### src/rtl/id_ex_stage.sv
// ID/EX pipeline register with load-use hazard detection and EX-stage operand
// forwarding from the EX/MEM and MEM/WB stages.
module id_ex_stage (
  input  logic        clk,
  input  logic        rst,
  input  logic        id_valid,
  input  logic [31:0] id_pc,
  input  logic [31:0] id_rs1_data,
  input  logic [31:0] id_rs2_data,
  input  logic [31:0] id_imm,
  input  logic [4:0]  id_rs1,
  input  logic [4:0]  id_rs2,
  input  logic [4:0]  id_rd,
  input  logic [3:0]  id_alu_ctrl,
  input  logic        id_alu_src,
  input  logic        id_reg_write,
  input  logic        id_mem_read,
  input  logic        id_mem_write,
  input  logic        stall,
  input  logic        flush,
  input  logic        exmem_reg_write,
  input  logic [4:0]  exmem_rd,
  input  logic [31:0] exmem_result,
  input  logic        memwb_reg_write,
  input  logic [4:0]  memwb_rd,
  input  logic [31:0] memwb_result,
  output logic        ex_valid,
  output logic [31:0] alu_a,
  output logic [31:0] alu_b,
  output logic [3:0]  alu_ctrl,
  output logic [31:0] ex_store_data,
  output logic [31:0] ex_pc,
  output logic [4:0]  ex_rd,
  output logic        ex_reg_write,
  output logic        ex_mem_read,
  output logic        ex_mem_write,
  output logic        hazard_stall
);

  typedef struct packed {
    logic        valid;
    logic [31:0] pc;
    logic [31:0] rs1_data;
    logic [31:0] rs2_data;
    logic [31:0] imm;
    logic [4:0]  rs1;
    logic [4:0]  rs2;
    logic [4:0]  rd;
    logic [3:0]  alu_ctrl;
    logic        alu_src;
    logic        reg_write;
    logic        mem_read;
    logic        mem_write;
  } ex_reg_t;

  ex_reg_t     ex_q;
  logic [31:0] fwd_rs1;
  logic [31:0] fwd_rs2;

  // A load in EX whose destination feeds the instruction in ID must be
  // separated by one bubble; a flush kills ID anyway, so no hazard then.
  assign hazard_stall = !flush && id_valid && ex_q.valid && ex_q.mem_read &&
                        (ex_q.rd != 5'd0) &&
                        ((ex_q.rd == id_rs1) || (ex_q.rd == id_rs2));

  always_ff @(posedge clk or posedge rst) begin
    // NOTE: sequential state uses non-blocking assignments so every flop
    // samples pre-edge values regardless of statement order.
    if (rst) begin
      ex_q <= '0;
    end else if (flush) begin
      ex_q <= '0;
    end else if (stall) begin
      ex_q <= ex_q;
    end else if (hazard_stall) begin
      ex_q <= '0;
    end else begin
      ex_q.valid     <= id_valid;
      ex_q.pc        <= id_pc;
      ex_q.rs1_data  <= id_rs1_data;
      ex_q.rs2_data  <= id_rs2_data;
      ex_q.imm       <= id_imm;
      ex_q.rs1       <= id_rs1;
      ex_q.rs2       <= id_rs2;
      ex_q.rd        <= id_rd;
      ex_q.alu_ctrl  <= id_alu_ctrl;
      // Control bits of an invalid slot are squashed so they cannot leak.
      ex_q.alu_src   <= id_valid & id_alu_src;
      ex_q.reg_write <= id_valid & id_reg_write;
      ex_q.mem_read  <= id_valid & id_mem_read;
      ex_q.mem_write <= id_valid & id_mem_write;
    end
  end

  always_comb begin
    // NOTE: defaults first so every path assigns the outputs and no latch
    // is inferred.
    fwd_rs1 = ex_q.rs1_data;
    fwd_rs2 = ex_q.rs2_data;

    // EX/MEM is younger than MEM/WB, so it is checked first.
    if (exmem_reg_write && (exmem_rd != 5'd0) && (exmem_rd == ex_q.rs1))
      fwd_rs1 = exmem_result;
    else if (memwb_reg_write && (memwb_rd != 5'd0) && (memwb_rd == ex_q.rs1))
      fwd_rs1 = memwb_result;

    if (exmem_reg_write && (exmem_rd != 5'd0) && (exmem_rd == ex_q.rs2))
      fwd_rs2 = exmem_result;
    else if (memwb_reg_write && (memwb_rd != 5'd0) && (memwb_rd == ex_q.rs2))
      fwd_rs2 = memwb_result;
  end

  assign ex_valid      = ex_q.valid;
  assign alu_a         = fwd_rs1;
  assign alu_b         = ex_q.alu_src ? ex_q.imm : fwd_rs2;
  assign alu_ctrl      = ex_q.alu_ctrl;
  assign ex_store_data = fwd_rs2;
  assign ex_pc         = ex_q.pc;
  assign ex_rd         = ex_q.rd;
  assign ex_reg_write  = ex_q.reg_write;
  assign ex_mem_read   = ex_q.mem_read;
  assign ex_mem_write  = ex_q.mem_write;

endmodule

### config.mk
export PLATFORM = sky130hd
export DESIGN_NAME = id_ex_stage
export DESIGN_NICKNAME = d
export VERILOG_FILES = /design/src/rtl/id_ex_stage.sv
export SDC_FILE = /design/constraint.sdc
export NUM_CORES = 1
export LEC_CHECK = 0
export CAP_MARGIN = 20
export CORE_ASPECT_RATIO = 0.75
export CORE_MARGIN = 2
export CORE_UTILIZATION = 41
export CTS_CLUSTER_DIAMETER = 150
export DETAILED_ROUTE_END_ITERATION = 12
export PLACE_DENSITY = 0.78
export SETUP_SLACK_MARGIN = 0.4
export SYNTH_ARGS = -nofsm -noshare
export SYNTH_HDL_FRONTEND = slang
export SYNTH_SLANG_ARGS = --single-unit
export TNS_END_PERCENT = 50
### constraint.sdc
create_clock -name clk -period 6.7 [get_ports clk]
set_input_delay 1.34 -clock clk [delete_from_list [all_inputs] [get_ports clk]]
set_output_delay 1.34 -clock clk [all_outputs]
set_load 0.01 [all_outputs]
==> Yosys cells after proc, flatten, opt, wreduce, memory -nomap -nowiden <==
Cells that the tools add are included.
{ "classes": {"n_bitwise": 4, "mux": 8, "eq_ne": 7, "reduce_logical": 16} }
{ "op_table": {"columns": ["cell", "n"], "rows": [
  ["2-to-1 mux 152 bit", 3],
  ["2-to-1 mux 32 bit", 5],
  ["equality test 5 bit", 6],
  ["nonzero test 5 bit", 3],
  ["logical AND 1 bit", 11],
  ["bitwise AND 1 bit", 4],
  ["inequality test 2 x 1 -> 1 bit (second input constant)", 1],
  ["logical NOT 1 bit", 1],
  ["logical OR 1 bit", 1]
]} }
{ "totals": {"output_inout_bits": 142, "word_cells": 48, "reg_bits": 152, "input_bits": 232} }

==> Longest topological paths before layout <==
Gate-level depths: netlist of run 1.
{ "logic_depth": {"depth_word": 9, "mapped_depth": 7, "mapped_depth_nobuf": 5} }

==> Worst setup path before layout of run 1 <==
OpenSTA, ideal clock, no wires.
{ "synth_path": {"path_kind": "input to output", "from": "input exmem_rd[1]", "to": "output alu_b[13]", "n_path_buf": 2, "arrival_time_ps": 2944, "t_required_ps": 5360, "slack_ps": 2416, "path_stages": 7, "cell_sequence": "or4_1 > o211ai_2 > or2_1 > buf_4 > buf_6 > a31oi_1 > mux2_1"} }
{ "synth_between": {"elab_chain_cells": 5, "word_cells_on_any_way": 6, "cone_classes": "1 x eq/ne; 2 x mux; 3 x reduce/logical"} }
{ "synth_lines": {"columns": ["element", "line", "text"], "rows": [
  ["from (decl)", "22", "input logic [4:0] exmem_rd,"],
  ["nonzero test 5 bit", "107", "if (exmem_reg_write && (exmem_rd != 5'd0) && (exmem_rd == ex_q.rs2))"],
  ["logical AND 1 bit", "107", null],
  ["logical AND 1 bit *", "107", null],
  ["2-to-1 mux 32 bit *", "107", null],
  ["net ex_store_data[13]", "31", "output logic [31:0] ex_store_data,"],
  ["2-to-1 mux 32 bit *", "115", "assign alu_b = ex_q.alu_src ? ex_q.imm : fwd_rs2;"],
  ["to (decl)", "29", "output logic [31:0] alu_b,"]
]} }
The timed path passes the listed nets; every way through them passes the cells marked *.

==> Worst setup path after layout of run 1 <==
{ "layout_path": {"from": "input exmem_rd[1]", "to": "output alu_a[5]"} }
{ "layout_between": {"elab_chain_cells": 4, "word_cells_on_any_way": 5, "cone_classes": "1 x eq/ne; 1 x mux; 3 x reduce/logical"} }
{ "layout_lines": {"columns": ["element", "line", "text"], "rows": [
  ["nonzero test 5 bit", "102", "if (exmem_reg_write && (exmem_rd != 5'd0) && (exmem_rd == ex_q.rs1))"],
  ["logical AND 1 bit", "102", null],
  ["logical AND 1 bit *", "102", null],
  ["2-to-1 mux 32 bit *", "102", null],
  ["to (decl)", "28", "output logic [31:0] alu_a,"]
]} }
Mark *: on every way between the ends. The rest lies on a longest branch, timed or not.

==> results.json, run 1 <==
{
  "coreArea_um2": 23120,
  "design_area_um2": 13860,
  "critPathKind": "in -> out",
  "worst_pin_slew_ns": 1.011,
  "whs_endpoint": "ex_pc[8]$_DFFE_PP0P_",
  "dieArea_um2": 24950,
  "cts_resized": 0,
  "hold_path_class": "reg -> reg",
  "r2r_slack_ns": 4.01,
  "synth_top_area_frac": 0.3916,
  "path_clk_slew_ns": 0.06,
  "overflow": 0,
  "rsz0062_at_grt": "no",
  "clock_path_buffers": 2,
  "crit_slowest_cell": "or4_1",
  "cts_sinks": 152,
  "die_h_um": 137.3,
  "ys_ff_latch": 152,
  "holdBufCountCts": 0,
  "outcome": "finished, final reports clean",
  "grt_pass1_wl_um": 53250,
  "wl_per_cell_um": 20.73,
  "cp.required_ns": 5.36,
  "cts-root-buf": "clkbuf_16",
  "rows": 48,
  "avgSynthCellArea_um2": 8.758,
  "finalWirelength_um": 34830,
  "timing.rr.start": "ex_rd[1]$_DFFE_PP0P_",
  "vias": 9403,
  "fmax_ghz": 0.1720,
  "drtIter0Drc": 657,
  "path_max_fanout": 37,
  "start_util": 0.4201,
  "grt_usage": 0.2756,
  "io_pins": 374,
  "cp_common_cell": "clkdlybuf4s50_1",
  "cts_buffers": 17,
  "synthCells": 1109,
  "start_kind": "input pin",
  "most-common-layout-cells": "371 x clkdlybuf4s50_1, 183 x inv_1, 151 x o41ai_1, 151 x dfrtp_1, 112 x nand3b_1",
  "hold_viol": 0,
  "drtPass1Iterations": 5,
  "ir_worst_vdd_uv": 150.4,
  "grt_antenna_before_repair": 2,
  "p_leak_nw": 5.892,
  "syn2layout_area_growth_pct": 42.65,
  "power_density_nw_per_um2": 187.0,
  "yosysUniqueCellTypes": 36,
  "drc": 0,
  "reg2reg_depth": 7,
  "fin_setup_tns_ns": 0,
  "h-tree-depth": 4,
  "setup_viol": 0,
  "yosys.area.top_type": "dfrtp_1",
  "layout.nets": 1597,
  "syn-num-nets": 1341,
  "netlist_area_um2": 9713,
  "total_power_w": 0.002591,
  "cts_tree": "built",
  "cp_cell_sequence": "clkdlybuf4s50_1, or4_1, o21ai_0, or4_2, buf_12, nor2_1, a21oi_1, clkdlybuf4s50_1",
  "worst_r2r_endpoint": "ex_q[116]$_DFFE_PP0P_",
  "portBuffers": 373,
  "end_kind": "primary output",
  "slew_viol_final": 0,
  "holdPathStages": 2,
  "drive_above_1_share": 0.06386,
  "worstPathArrival_ns": 4.47,
  "gp_congestion": 0.8903,
  "grt_pass1_vias": 9323,
  "postRouteAntennaNets": 0,
  "netlist_top_cells_area": "dfrtp_1 39%, o41ai_1 14%, nand3b_1 8.7%",
  "hp-start": "ex_pc[8]$_DFFE_PP0P_",
  "min_period_over_period": 0.8676,
  "skew_ns": 0.009453,
  "yosysSeqAreaShare": 0.3916,
  "cts_setup_buffers": 0,
  "post_dp_cell_area_um2": 13230,
  "clk_latency_ns": 0.42,
  "synth_warnings": 0,
  "relSlewSlack": 0.3258,
  "setup_ws_ns": 0.8870,
  "die_w_um": 181.7,
  "layout_commonest_cell": "clkdlybuf4s50_1",
  "fillers": 1940,
  "min_period_ns": 5.813,
  "dp_hpwl_um": 23900,
  "grt_max_degree": 134,
  "via_per_inst": 5.597,
  "dpl_worst_slack_ns": 0.9358,
  "drv_cap": 0,
  "cpPeakStageDelay_ns": 0.63
}
-- state kept, by name, indices dropped and copies added, names as in the netlist --
register	count
ex_q	107
ex_pc	32
ex_rd	5
alu_ctrl	4
ex_mem_read	1
ex_mem_write	1
ex_reg_write	1
ex_valid	1
-- critical path, delay by kind of cell --
| family | cells | cell delay, ns |
|---|---|---|
| AO/OA/AOI/OAI | 2 | 0.46 |
| buffers and inverters | 3 | 1.36 |
| AND/OR/NAND/NOR | 3 | 1.26 |
-- kinds of logic after synthesis --
family	count (synthesis)	share of synthesized area
simple gates	270	0.1626
compound gates	255	0.1993
mux	63	0.06892
xor+xnor	30	0.02705
buf+inv	339	0.1506
flops	152	0.3916
-- metal layers --
metal	global-route usage	routed length [um]
met5	0	12
met4	0.08717	742
met3	0.08935	3373
met2	0.4557	16430
met1	0.3449	14270
-- power by group --
part           total [W]  switching [W]  leakage, nW  internal (W)
combinational   0.000600       0.000275         3.59      0.000325
sequential       0.00101      0.0000386         2.02      0.000969
clock           0.000984       0.000406        0.281      0.000578
-- Yosys cell counts, drive strengths merged --
cell type and count:
a22oi 1, nand4 3, nand2 43, nor2b 1, or2 1, o21a 1
nand2b 1, xnor2 17, a211oi 2, or4 2, or3 31, o41ai 151
a211o 1, mux2 31, xor2 13, o31ai 2, mux2i 32, nand3b 112
dfrtp 152, inv 184, a2111oi 1, clkbuf 89, buf 66, o211ai 1
o21ai 32, a21oi 32, nor2 40, nor3 35, a31oi 31, nand3 1
-- layout make-up --
class	instances	area, um^2	area share
clock buffers	21	470.5	0.03395
diodes	2	5.005	0.0003612
multi-input cells	618	4468	0.3225
clock inverters	11	122.6	0.008850
well taps	300	375.4	0.02709
inverters	184	695.7	0.05021
repair buffers	392	3914	0.2825
flip-flops and latches	152	3805	0.2746
-- through the flow --
stage          cells  hold slack, ns  utilization
6_report        1680          0.4725       0.5992
5_1_grt         1679          0.4840       0.5991
4_1_cts         1677          0.4744       0.5978
3_5_place_dp    1645          0.4599       0.5722
3_3_place_gp    1645          0.4563       0.5722
2_1_floorplan   1109          0.4425            -
-- worst max path at each step --
| stage | end | cells after the start | slack [ns] | start |
|---|---|---|---|---|
| floorplan | alu_ctrl[0]$_DFFE_PP0P_ | 1 | 1.27 | rst |
| finish | alu_a[5] | 8 | 0.89 | exmem_rd[1] |
| global placement | alu_b[0] | 7 | 0.98 | memwb_rd[0] |
| CTS | alu_a[5] | 8 | 0.92 | exmem_rd[1] |
| global route | alu_b[27] | 7 | 0.73 | memwb_rd[0] |
| detailed placement | alu_a[5] | 8 | 0.94 | exmem_rd[1] |
Power figures use the tool's default switching activity.
==> run 2, diff against run 1 <==
--- a/config.mk
+++ b/config.mk
@@ -5,13 +5,13 @@
 export SDC_FILE = /design/constraint.sdc
 export NUM_CORES = 1
 export LEC_CHECK = 0
-export CAP_MARGIN = 20
 export CORE_ASPECT_RATIO = 0.75
 export CORE_MARGIN = 2
-export CORE_UTILIZATION = 41
+export CORE_UTILIZATION = 45
+export CTS_BUF_LIST = sky130_fd_sc_hd__clkbuf_8 sky130_fd_sc_hd__clkbuf_16
 export CTS_CLUSTER_DIAMETER = 150
 export DETAILED_ROUTE_END_ITERATION = 12
-export PLACE_DENSITY = 0.78
+export PLACE_DENSITY = 0.84
 export SETUP_SLACK_MARGIN = 0.4
 export SYNTH_ARGS = -nofsm -noshare
 export SYNTH_HDL_FRONTEND = slang
==> run 2 against run 1 <==
Compared with the run above: critical path depth decreased by 1; sequential cell count unchanged; sequential share of layout area increased by 0.11 points; global-route usage increased by 2.0 points; largest cell class unchanged.
==> results.json, run 2 (synthesis gave the netlist of run 1 again) <==
{
  "hold_path_class": "reg -> reg",
  "min_period_over_period": 0.8699,
  "worst_pin_slew_ns": 1.168,
  "cts_setup_buffers": 0,
  "cts_buffers": 17,
  "cts_resized": 0,
  "gp_congestion": 0.9041,
  "wl_per_cell_um": 20.63,
  "crit_slowest_cell": "or4_2",
  "skew_ns": 0.01502,
  "vias": 9623,
  "via_per_inst": 5.773,
  "path_max_fanout": 19,
  "h-tree-depth": 4,
  "rsz0062_at_grt": "no",
  "p_leak_nw": 5.871,
  "ir_worst_vdd_uv": 165.8,
  "holdBufCountCts": 0,
  "portBuffers": 373,
  "timing.rr.start": "ex_rd[1]$_DFFE_PP0P_",
  "cts_tree": "built",
  "dieArea_um2": 22790,
  "cts_sinks": 152,
  "cp_common_cell": "clkdlybuf4s50_1",
  "start_util": 0.4586,
  "power_density_nw_per_um2": 188.4,
  "grt_pass1_wl_um": 53570,
  "largest_reg_flops": 107,
  "hold_viol": 0,
  "dp_hpwl_um": 23270,
  "cts-root-buf": "clkbuf_16",
  "clock_path_buffers": 2,
  "path_clk_slew_ns": 0.07,
  "grt_max_degree": 153,
  "min_period_ns": 5.828,
  "top_register": "ex_q",
  "setup_viol": 0,
  "post-route-util": 0.6516,
  "io_pins": 374,
  "grt_antenna_before_repair": 5,
  "coreArea_um2": 21180,
  "most-common-layout-cells": "371 x clkdlybuf4s50_1, 183 x inv_1, 151 x o41ai_1, 151 x dfrtp_1, 112 x nand3b_1",
  "relSlewSlack": 0.2215,
  "critPathKind": "in -> out",
  "grt_pass1_vias": 9514,
  "die_w_um": 173.6,
  "grt_usage": 0.2957,
  "cp.required_ns": 5.36,
  "worstPathArrival_ns": 4.49,
  "cpPeakStageDelay_ns": 0.93,
  "drive_above_1_share": 0.06255,
  "cp_cell_sequence": "clkdlybuf4s50_1, or4_1, o21ai_0, or4_2, buf_4, a21oi_1, clkdlybuf4s50_1",
  "hp-start": "ex_pc[30]$_DFFE_PP0P_",
  "clk_latency_ns": 0.43,
  "outcome": "finished, final reports clean",
  "layout_commonest_cell": "clkdlybuf4s50_1",
  "fmax_ghz": 0.1716,
  "finalWirelength_um": 34390,
  "rows": 46,
  "overflow": 0,
  "layout.nets": 1594,
  "drc": 0,
  "fin_setup_tns_ns": 0,
  "drv_cap": 0,
  "drtPass1Iterations": 5,
  "slew_viol_final": 0,
  "die_h_um": 131.2,
  "startpoint": "exmem_rd[2]",
  "start_kind": "input pin",
  "end_kind": "primary output",
  "drtIter0Drc": 787,
  "postRouteAntennaNets": 0,
  "syn2layout_area_growth_pct": 42.10
}
## run 2: per-stage QoR
stage | power (W) | setup WS (ns) | hold slack, ns | cell area [um^2] | std cells
finish | 0.002600 | 0.8717 | 0.4777 | 13800 | 1667
CTS | 0.002618 | 0.8919 | 0.4802 | 13790 | 1663
detailed placement | 0.001616 | 0.9029 | 0.4631 | 13190 | 1631
global route | 0.002701 | 0.7813 | 0.5063 | 13800 | 1667
floorplan | 0.001288 | 1.267 | 0.4425 | 9713 | 1109
global placement | 0.001606 | 0.8888 | 0.4551 | 13190 | 1631
## run 2: critical path: cells and delay by family
kind	cells	cell delay (ns)
buffers and inverters	3	1.51
AO/OA/AOI/OAI	2	0.46
AND/OR/NAND/NOR	2	1.15
## run 2: area by class of cell
class                      instances  area, um^2
antenna                            4       10.01
clock inverter                    15       178.9
timing repair buffer             389        3859
multi-input combinational        618        4468
sequential                       152        3805
clock buffer                      17       425.4
fill                            1757        7378
tap                              288       360.3
inverter                         184       695.7
## run 2: final timing paths
path                                         endpoint  cells past startpoint  slack [ns]
min in group asynchronous       ex_pc[11]$_DFFE_PP0P_                      2        1.24
worst min register to register  ex_pc[30]$_DFFE_PP0P_                      2        0.48
max in group asynchronous        ex_q[99]$_DFFE_PP0P_                      3        4.30
worst max register to register  ex_q[107]$_DFFE_PP0P_                      7        3.55
worst max-delay path                        alu_a[10]                      7        0.87
worst min-delay path            ex_pc[30]$_DFFE_PP0P_                      2        0.48
## run 2: report_power, final
| group | internal (W) | switching [W] |
|---|---|---|
| sequential | 0.000968 | 0.0000398 |
| combinational | 0.000322 | 0.000274 |
| clock | 0.000537 | 0.000460 |
| total | 0.00183 | 0.000773 |
## run 2: routing by layer
layer / up-vias / share of wire / track usage
li1: 4402 / - / -
met3: 65 / 0.092 / 0.08073
met2: 479 / 0.47 / 0.4816
met5: - / 0.00038 / 0
met4: 2 / 0.031 / 0.1106
met1: 4675 / 0.41 / 0.3769
